`config.mk`:
```
export PLATFORM = sky130hd
export DESIGN_NAME = shunting_yard
export DESIGN_NICKNAME = d
export VERILOG_FILES = /design/src/rtl/rpn_pkg.sv /design/src/rtl/rpn_op_stack.sv /design/src/rtl/shunting_yard.sv
export SDC_FILE = /design/constraint.sdc
export NUM_CORES = 1
export LEC_CHECK = 0
export BUFFER_PORTS_ARGS = -buffer_cell sky130_fd_sc_hd__buf_2
export CAP_MARGIN = 20
export CORE_MARGIN = 4
export CORE_UTILIZATION = 35
export CTS_CLUSTER_DIAMETER = 120
export DETAILED_ROUTE_END_ITERATION = 10
export PLACE_DENSITY_LB_ADDON = 0.3
export SYNTH_ARGS = -nofsm -noshare
export SYNTH_HDL_FRONTEND = slang
export SYNTH_HIERARCHICAL = 1
export SYNTH_SLANG_ARGS = --single-unit
```
`constraint.sdc`:
```
create_clock -name CLK -period 9.3 [get_ports CLK]
set_input_delay 0.93 -clock CLK [delete_from_list [all_inputs] [get_ports CLK]]
set_output_delay 0.93 -clock CLK [all_outputs]
set_load 0.02 [all_outputs]
```
`src/rtl/rpn_pkg.sv`:
```
// Operator encoding, error codes, FSM states and precedence shared by the
// infix-to-postfix converter and its operator stack.
package rpn_pkg;

  localparam int OP_W = 3;
  typedef logic [OP_W-1:0] op_t;

  localparam op_t OP_NUL = 3'b000;
  localparam op_t OP_MUL = 3'b001;
  localparam op_t OP_ADD = 3'b010;
  localparam op_t OP_SUB = 3'b011;
  localparam op_t OP_EQ  = 3'b100;
  localparam op_t OP_LP  = 3'b101;
  localparam op_t OP_RP  = 3'b110;
  localparam op_t OP_DIV = 3'b111;

  typedef logic [1:0] err_t;
  localparam err_t ERR_NONE = 2'b00;
  localparam err_t ERR_OVF  = 2'b01;
  localparam err_t ERR_RPAR = 2'b10;
  localparam err_t ERR_LPAR = 2'b11;

  typedef enum logic [2:0] {
    IDLE, EMIT_IN, CMP, EMIT_TOP, PUSH, FLUSH, EMIT_EQ, ERROR
  } state_e;

  // What is draining the stack: a binary operator, a ')' or an '='.
  typedef enum logic [1:0] {MODE_BIN, MODE_RPAR, MODE_FLUSH} mode_e;

  function automatic logic [1:0] prec(input op_t op);
    case (op)
      OP_MUL, OP_DIV:         prec = 2'd2;
      OP_NUL, OP_ADD, OP_SUB: prec = 2'd1;
      default:                prec = 2'd0;
    endcase
  endfunction

  function automatic op_t norm_op(input op_t op);
    return (op == OP_NUL) ? OP_ADD : op;
  endfunction

endpackage

```
`src/rtl/rpn_op_stack.sv`:
```
// LIFO of operator codes with a combinational top-of-stack view.
// Push into a full stack and pop from an empty one are ignored; clear wins.
module rpn_op_stack #(
  parameter int WIDTH = 3,
  parameter int DEPTH = 16,
  localparam int CW = $clog2(DEPTH + 1)
) (
  input  logic             CLK,
  input  logic             RST,
  input  logic             push_i,
  input  logic             pop_i,
  input  logic             clr_i,
  input  logic [WIDTH-1:0] push_dat_i,
  output logic [WIDTH-1:0] top_o,
  output logic [CW-1:0]    count_o,
  output logic             full_o,
  output logic             empty_o
);

  localparam int AW = (DEPTH > 1) ? $clog2(DEPTH) : 1;

  logic [WIDTH-1:0] mem_q [DEPTH];
  logic [CW-1:0]    count_q, count_d;
  logic [CW-1:0]    top_idx;

  assign full_o  = (count_q == CW'(DEPTH));
  assign empty_o = (count_q == '0);
  assign top_idx = count_q - CW'(1);
  assign top_o   = empty_o ? '0 : mem_q[top_idx[AW-1:0]];
  assign count_o = count_q;

  always_comb begin
    count_d = count_q;
    if (clr_i)
      count_d = '0;
    else if (push_i && !full_o)
      count_d = count_q + CW'(1);
    else if (pop_i && !empty_o)
      count_d = count_q - CW'(1);
  end

  always_ff @(posedge CLK or posedge RST) begin
    if (RST)
      count_q <= '0;
    else
      count_q <= count_d;
  end

  // Storage needs no reset: entries above count_q are never observed.
  always_ff @(posedge CLK) begin
    if (push_i && !full_o && !clr_i)
      mem_q[count_q[AW-1:0]] <= push_dat_i;
  end

endmodule

```
`src/rtl/shunting_yard.sv`:
```
// Streaming infix-to-postfix converter: operands pass straight through,
// operators are reordered through a precedence stack with sticky error reporting.
module shunting_yard
  import rpn_pkg::*;
#(
  parameter int DATA_W = 32,
  parameter int DEPTH  = 16,
  localparam int LW = $clog2(DEPTH + 1)
) (
  input  logic              CLK,
  input  logic              RST,
  input  logic              in_valid,
  output logic              in_ready,
  input  logic [DATA_W-1:0] in_data,
  input  logic              in_is_op,
  output logic              out_valid,
  input  logic              out_ready,
  output logic [DATA_W-1:0] out_data,
  output logic              out_is_op,
  output logic              err,
  output logic [1:0]        err_code,
  output logic [LW-1:0]     level
);

  state_e            state_q, state_d;
  mode_e             mode_q, mode_d;
  op_t               op_q, op_d;
  logic [DATA_W-1:0] out_data_q, out_data_d;
  logic              out_is_op_q, out_is_op_d;
  logic              err_q, err_d;
  err_t              err_code_q, err_code_d;

  logic              stk_push, stk_pop, stk_clr;
  op_t               stk_top;
  logic              stk_full, stk_empty;
  logic [LW-1:0]     stk_count;

  logic              accept, out_hs, pop_ok;
  op_t               in_op;

  rpn_op_stack #(.WIDTH(OP_W), .DEPTH(DEPTH)) u_stack (
    .CLK        (CLK),
    .RST        (RST),
    .push_i     (stk_push),
    .pop_i      (stk_pop),
    .clr_i      (stk_clr),
    .push_dat_i (op_q),
    .top_o      (stk_top),
    .count_o    (stk_count),
    .full_o     (stk_full),
    .empty_o    (stk_empty)
  );

  assign accept = in_valid && in_ready;
  assign out_hs = out_valid && out_ready;
  assign in_op  = norm_op(in_data[OP_W-1:0]);

  // Whether the current top must be popped and emitted before moving on.
  always_comb begin
    pop_ok = !stk_empty && (stk_top != OP_LP);
    if (mode_q == MODE_BIN)
      pop_ok = pop_ok && (prec(stk_top) >= prec(op_q));
  end

  always_ff @(posedge CLK or posedge RST) begin
    if (RST)
      state_q <= IDLE;
    else
      state_q <= state_d;
  end

  always_comb begin
    state_d     = state_q;
    mode_d      = mode_q;
    op_d        = op_q;
    out_data_d  = out_data_q;
    out_is_op_d = out_is_op_q;
    err_d       = err_q;
    err_code_d  = err_code_q;
    stk_push    = 1'b0;
    stk_pop     = 1'b0;
    stk_clr     = 1'b0;

    unique case (state_q)
      IDLE: begin
        if (accept) begin
          if (!in_is_op) begin
            out_data_d  = in_data;
            out_is_op_d = 1'b0;
            state_d     = EMIT_IN;
          end else begin
            op_d = in_op;
            case (in_op)
              OP_LP:   state_d = PUSH;
              OP_RP: begin
                mode_d  = MODE_RPAR;
                state_d = CMP;
              end
              OP_EQ: begin
                mode_d  = MODE_FLUSH;
                state_d = FLUSH;
              end
              default: begin
                mode_d  = MODE_BIN;
                state_d = CMP;
              end
            endcase
          end
        end
      end

      EMIT_IN: if (out_hs) state_d = IDLE;

      CMP: begin
        if (pop_ok) begin
          stk_pop     = 1'b1;
          out_data_d  = DATA_W'(stk_top);
          out_is_op_d = 1'b1;
          state_d     = EMIT_TOP;
        end else if (mode_q == MODE_RPAR) begin
          if (stk_empty) begin
            err_d      = 1'b1;
            err_code_d = ERR_RPAR;
            state_d    = ERROR;
          end else begin
            stk_pop = 1'b1;
            state_d = IDLE;
          end
        end else begin
          state_d = PUSH;
        end
      end

      // Pop the next qualifying entry on the handshake itself so
      // back-to-back pops leave no idle cycle on the output.
      EMIT_TOP: begin
        if (out_hs) begin
          if (pop_ok) begin
            stk_pop     = 1'b1;
            out_data_d  = DATA_W'(stk_top);
            out_is_op_d = 1'b1;
          end else begin
            state_d = (mode_q == MODE_FLUSH) ? FLUSH : CMP;
          end
        end
      end

      FLUSH: begin
        if (pop_ok) begin
          stk_pop     = 1'b1;
          out_data_d  = DATA_W'(stk_top);
          out_is_op_d = 1'b1;
          state_d     = EMIT_TOP;
        end else if (stk_empty) begin
          out_data_d  = DATA_W'(OP_EQ);
          out_is_op_d = 1'b1;
          state_d     = EMIT_EQ;
        end else begin
          err_d      = 1'b1;
          err_code_d = ERR_LPAR;
          state_d    = ERROR;
        end
      end

      EMIT_EQ: if (out_hs) state_d = IDLE;

      PUSH: begin
        if (stk_full) begin
          err_d      = 1'b1;
          err_code_d = ERR_OVF;
          state_d    = ERROR;
        end else begin
          stk_push = 1'b1;
          state_d  = IDLE;
        end
      end

      ERROR: begin
        if (accept && in_is_op && (in_op == OP_EQ)) begin
          stk_clr    = 1'b1;
          err_d      = 1'b0;
          err_code_d = ERR_NONE;
          state_d    = IDLE;
        end
      end

      default: state_d = IDLE;
    endcase
  end

  always_ff @(posedge CLK or posedge RST) begin
    if (RST) begin
      mode_q      <= MODE_BIN;
      op_q        <= OP_NUL;
      out_data_q  <= '0;
      out_is_op_q <= 1'b0;
      err_q       <= 1'b0;
      err_code_q  <= ERR_NONE;
    end else begin
      mode_q      <= mode_d;
      op_q        <= op_d;
      out_data_q  <= out_data_d;
      out_is_op_q <= out_is_op_d;
      err_q       <= err_d;
      err_code_q  <= err_code_d;
    end
  end

  always_comb begin
    in_ready  = (state_q == IDLE) || (state_q == ERROR);
    out_valid = (state_q == EMIT_IN) || (state_q == EMIT_TOP) || (state_q == EMIT_EQ);
    out_data  = out_data_q;
    out_is_op = out_is_op_q;
    err       = err_q;
    err_code  = err_code_q;
    level     = stk_count;
  end

endmodule

```
# Word level (Yosys, flattened, before mapping)
# Memories as Yosys holds them, arrays and structs flattened.
# Index checks and enable logic that the tools add are counted.
# Widths: inputs -> output; s select.
dict set report totals {
  ff_bits 49
  latch_bits 0
  ramBits 48
  mem_bits_ro 0
  out_inout_bits 43
  word_cells 149
  memories 1
}
# memory depth width read_ports rd_clocked_by_memory_dff write_ports line_no
set mem_list {}
lappend mem_list {u_stack.mem_q 16 3 1 0 1 rpn_op_stack.sv:22} ;# logic [WIDTH-1:0] mem_q [DEPTH];
dict set report op_classes {
  add_sub_neg 2
  n_mul 0
  n_div 0
  n_lt_le_gt_ge 1
  eq_ne 35
  shifts 0
  n_mux 67
  n_bitwise 1
  n_reduce_logical 34
}
# cell count
set op_table {}
lappend op_table {{$mux 32} 6}
lappend op_table {{$pmux 32 s4} 1}
lappend op_table {{$mux 3} 14}
lappend op_table {{$eq 3x3->1 const B} 9}
lappend op_table {{$mux 1} 25}
lappend op_table {{$pmux 3 s7} 1}
lappend op_table {{$eq 3x2->1 const B} 6}
lappend op_table {{$mux 2} 9}
lappend op_table {{$ne 2x2->1 const B} 9}
lappend op_table {{$mux 5} 3}
lappend op_table {{$logic_not 3->1} 4}
lappend op_table {{$reduce_and 5->1} 2}
lappend op_table {{$eq 3x1->1 const B} 3}
lappend op_table {{$logic_and 1x1->1} 9}
lappend op_table {{$pmux 1 s4} 2}
lappend op_table {{$pmux 2 s2} 2}
lappend op_table {{$pmux 2 s4} 1}
lappend op_table {{$reduce_and 8->1} 1}
lappend op_table {{$reduce_bool 4->1} 2}
lappend op_table {{$ne 2x1->1 const B} 3}
lappend op_table {{$pmux 2 s3} 1}
lappend op_table {{$pmux 3 s2} 1}
lappend op_table {{$reduce_or 2->1} 3}
lappend op_table {{$reduce_or 3->1} 2}
lappend op_table {{other kinds (17)} 21}

# Logic depth before layout (Yosys ltp)
# An unclocked memory read counts as a cell.
dict set report logic_depth {
  ltp_word 17
  depth_mapped 19
}

# Modules after synthesis
# Netlist, hierarchy kept.
# mod instances cells_each area_per_inst_um2 seq_area_each_um2
set modules_own_cells {}
lappend modules_own_cells {shunting_yard 1 280 2472.4 1101.1}
lappend modules_own_cells {rpn_op_stack 1 154 2398.6 1566.5}

# Least setup slack after synthesis
# Ideal clock, no wire load.
dict set report synth_path {
  kind {register -> register}
  startpoint {reg u_stack.count_q[0] (netlist: u_stack/count_o[0])}
  endpoint {reg u_stack.count_q[2] (netlist: u_stack/count_o[2])}
  setup_time_ns 0.128
  arrival_ns 4.563
  required_ns 9.172
  setup_slack_ns 4.609
  path_stages_with_launch 20
  cell_sequence {dfrtp_1 > clkbuf_1 > buf_4 > inv_1 > ha_1 > clkbuf_1 > mux4_2 > mux2i_1 > o22ai_1 > xnor2_1 > and2_1 > ha_1 > inv_1 > o21a_1 > nor3_4 > o21bai_1 > o21ai_0 > and3_1 > mux2i_1 > mux2_1}
}
dict set report synth_between {
  elab_chain_cells 15
}
# element line_no
set synth_lines {}
lappend synth_lines {{from (decl)} rpn_op_stack.sv:23} ;# logic [CW-1:0] count_q, count_d;
lappend synth_lines {{from (signal assigned)} rpn_op_stack.sv:46} ;# count_q <= count_d;
lappend synth_lines {{$sub 5x1->5} rpn_op_stack.sv:28} ;# assign top_idx = count_q - CW'(1);
lappend synth_lines {{$mem_v2 16x3} --}
lappend synth_lines {{$mux 3 *} rpn_op_stack.sv:29} ;# assign top_o = empty_o ? '0 : mem_q[top_idx[AW-1:0]];
lappend synth_lines {{via stk_top[2]} shunting_yard.sv:34} ;# op_t stk_top;
lappend synth_lines {{$eq 3x2->1 (tied with other cells)} rpn_pkg.sv:31} ;# case (op)
lappend synth_lines {{$reduce_or 3->1 / $reduce_or 2->1 (equally long branches)} rpn_pkg.sv:31}
lappend synth_lines {{$pmux 2 s2} rpn_pkg.sv:31}
lappend synth_lines {{$mux 2} shunting_yard.sv:61} ;# if (mode_q == MODE_BIN)
lappend synth_lines {{$ge 2x2->1} shunting_yard.sv:62} ;# pop_ok = pop_ok && (prec(stk_top) >= prec(op_q));
lappend synth_lines {{$logic_and 1x1->1} shunting_yard.sv:62}
lappend synth_lines {{$mux 1 *} shunting_yard.sv:61}
lappend synth_lines {{$mux 1} {shunting_yard.sv:138, shunting_yard.sv:149}}
lappend synth_lines {{$mux 1} shunting_yard.sv:137} ;# if (out_hs) begin
lappend synth_lines {{$pmux 1 s3 *} shunting_yard.sv:84} ;# unique case (state_q)
lappend synth_lines {{via stk_pop} shunting_yard.sv:33} ;# logic stk_push, stk_pop, stk_clr;
lappend synth_lines {{$logic_and 1x1->1 *} rpn_op_stack.sv:38} ;# else if (pop_i && !empty_o)
lappend synth_lines {{$reduce_bool 3->1 (no source line) *} --}
# The timed path passes the listed nets; every way through them passes the cells marked *. The select of a mux whose other input is x is not followed.
# A chain may end at the register's enable or synchronous reset.

# Worst setup path after layout
# Same ends and word-level chain as after synthesis.

==> impl_metrics.yaml <==
outcome:
  status: "finished clean"
pwr:
  combPwrFrac_pct: 48.5
  p_int_mw: 1.34
  power_frac_clock_pct: 19.9
  power_per_cell_area_nw_per_um2: 401
  p_leak_nw: 2.39
  power.share.sequential_pct: 31.6
  sw_frac_of_total_pct: 42.2
  vdd_drop_max_uv: 179
  netSwitchingPower_mw: 0.973
  total_power_mw: 2.31
finish:
  final_common_cell: "buf_2"
  layout_common_cells: "buf_2 (79), dfrtp_1 (49), edfxtp_1 (48), inv_1 (43), nand4_1 (32)"
  syn_to_final_growth_pct: 18.1
  diodes: 0
  drive_gt1_share_pct: 25.5
  n_fill_cell: 1299
  nets: 544
  utilization_pct: 42.8
setup_path:
  rr_endpoint: "u_stack/count_o[2]$_DFFE_PP0P_"
  required_ns: 9.53
  end_kind: "register"
  arrival_ns: 5.35
  cp-start-kind: "register"
  crit_fanout: 18
  r2r_start: "u_stack/count_o[0]$_DFFE_PP0P_"
  path_class: "register to register"
  rr_worst_depth: 16
  r2r_setup_slack_ns: 4.19
drt:
  dr_wl_met3_um: 451
  viasPerCell: 5.30
  num_vias: 3611
  drt_iter0_markers: 362
  ant_nets: 0
  drc_errors: 0
  topRoutingLayerUsed: "met4"
  routedLengthMet1_um: 5150
  met2_length_um: 5820
  drt-total-wl_um: 11600
  firstDrtPassIters: 5
  wl_per_cell_um: 17.1
hold_path:
  hold_class: "input pin to asynchronous set/reset pin"
synthesis:
  syn_inst: 434
  synthesis.area_um2: 4870
  synth_area_per_cell_um2: 11.2
  async_reset_ff_share_pct: 50.5
  yosysWarningCount: 6
  synth-seq-cells: 97
  synthFlopType: "dfrtp_1"
  ys_types: 60
  synth_enable_flop_cells: 48
  yosysSeqAreaShare_pct: 54.8
  syn-num-nets: 478
run:
  drv_cap: 0
clocking:
  cts_sinks: 97
  cts_buffers: 9
  clock_latency_ns: 0.34
  cts_root_buf: "clkbuf_16"
  postCtsSetupBuffers: 0
  clk_path_buf_depth: 2
  clkTransAtPathRegs_ns: 0.07
  cts_tree: "done"
  cts_max_level: 3
  postCtsResizedCells: 0
  cts-hold-fix-buffers: 0
global_routing:
  grt_max_degree: 45
  antenna_found_initial: 0
  globalRouteOverflowTotal: 0
  grt_pass1_vias: 3572
  grt_use_total_pct: 14.8
  grt_first_pass_wirelength_um: 19000
timing:
  setup_viol: 0
  slew_headroom_pct: 41.8
  timing.fmax_mhz: 196
  slew_violations: 0
  worst_pin_slew_ns: 0.874
  period_minus_slack_ns: 5.11
  hold_viol: 0
  clock_skew_ns: 0.00705
  rsz0062_at_grt: "no"
  tns_ns: 0
  min_period_over_period_pct: 55.0
placement:
  port_buffers: 79
  dp_hpwl_um: 8180
  place_congestion: 0.814
floorplanning:
  floorplan.die_area_um2: 15900
  row_count: 42
  die_h_um: 126
  die_w_um: 126
  io_pins: 80
  start_util_pct: 36.2
  core_area_um2: 13500
-- sequential cells by signal, indices dropped and copies added (netlist names) --
| name | cells |
|---|---|
| op_q | 3 |
| u_stack/count_o | 5 |
| state_q | 3 |
| err | 1 |
| u_stack/mem_q | 48 |
| out_data | 32 |
| out_is_op | 1 |
| err_code | 2 |
| mode_q | 2 |
-- critical path, stage by stage, from the launching register on --
cell	delay [ns]
dfrtp_1	0.92
inv_1	0.25
ha_1	0.69
mux4_2	0.39
mux2i_1	0.17
o22ai_1	0.17
xnor2_1	0.15
and2_1	0.17
ha_1	0.28
inv_1	0.05
o21a_1	0.22
nor3_4	0.32
o21bai_1	0.12
o21ai_0	0.48
and3_1	0.25
mux2i_1	0.08
mux2_1	0.31
-- stage by stage --
step / instance area, µm² / setup WS, ns / instances / hold WS, ns
after floorplan: 4870 / 4.61 / 434 / 0.518
after global placement: 5360 / 4.40 / 664 / 0.473
after detailed placement: 5380 / 4.13 / 665 / 0.469
after CTS: 5750 / 4.14 / 681 / 0.480
after global routing: 5750 / 3.67 / 681 / 0.500
final: 5750 / 4.19 / 681 / 0.489
-- worst max path at each step --
stage | start | to | cells after the start
final | u_stack/count_o[0]$_DFFE_PP0P_ | u_stack/count_o[2]$_DFFE_PP0P_ | 16
after global placement | u_stack/count_o[0]$_DFFE_PP0P_ | u_stack/count_o[2]$_DFFE_PP0P_ | 16
after floorplan | u_stack/count_o[0]$_DFFE_PP0P_ | u_stack/count_o[2]$_DFFE_PP0P_ | 19
after detailed placement | u_stack/count_o[0]$_DFFE_PP0P_ | u_stack/count_o[2]$_DFFE_PP0P_ | 16
after global routing | u_stack/count_o[0]$_DFFE_PP0P_ | u_stack/count_o[2]$_DFFE_PP0P_ | 16
after CTS | u_stack/count_o[0]$_DFFE_PP0P_ | u_stack/count_o[2]$_DFFE_PP0P_ | 16
-- cells in the mapped netlist (4+ instances only) --
| master | instances | area share (%) |
|---|---|---|
| dfrtp_1 | 49 | 25 |
| edfxtp_1 | 48 | 30 |
| inv_1 | 44 | 3.4 |
| nand4_1 | 32 | 4.1 |
| o21ai_0 | 30 | 3.1 |
| nor2_1 | 29 | 2.2 |
| nand2_1 | 19 | 1.5 |
| clkbuf_1 | 13 | 1.0 |
| nor3_1 | 13 | 1.3 |
| mux4_2 | 12 | 5.5 |
| o21ai_1 | 11 | 1.1 |
| mux2i_1 | 10 | 2.1 |
| nand2b_1 | 10 | 1.3 |
| a21oi_1 | 9 | 0.92 |
| a31oi_1 | 8 | 1.0 |
| buf_2 | 7 | 0.72 |
| ha_1 | 7 | 1.8 |
| nand3_1 | 7 | 0.72 |
| buf_4 | 5 | 0.77 |
| mux2_2 | 5 | 1.2 |
| and3_1 | 4 | 0.51 |
| nor2b_1 | 4 | 0.51 |
| o22ai_1 | 4 | 0.51 |
-- cells by family (layout without fill, tap and decap cells) --
family	count (synthesis)	in the layout	synth area share (%)
buffers and inverters	74	145	6.73
flip-flops	97	97	54.8
AO/OA/AOI/OAI	87	87	11.2
AND/OR/NAND/NOR	135	135	15.4
XOR/XNOR	5	5	0.899
multiplexers	29	29	9.22
adder cells (fa/ha/maj)	7	7	1.80
-- per-layer routing --
layer,vias up,global-route usage (%)
met5,-,0
met4,0,5.05
met2,89,24.1
li1,1718,-
met3,17,3.51
met1,1787,19.5
-- power groups by stage --
stage	clock, mW	combinational (mW)	sequential, mW
floorplan	0	0.832	0.761
global placement	0	1.10	0.736
detailed placement	0	1.13	0.740
CTS	0.472	1.13	0.733
global route	0.491	1.24	0.755
finish	0.460	1.12	0.729
-- final cells by class --
type	count	area, µm²	share of cell area [%]
flip-flops and latches	97	2670	46.4
multi-input cells	263	1880	32.7
repair buffers	84	440	7.66
clock buffers	9	225	3.92
well taps	176	220	3.83
inverters	45	169	2.94
clock inverters	7	150	2.61
(Power assumes the default switching activity.)
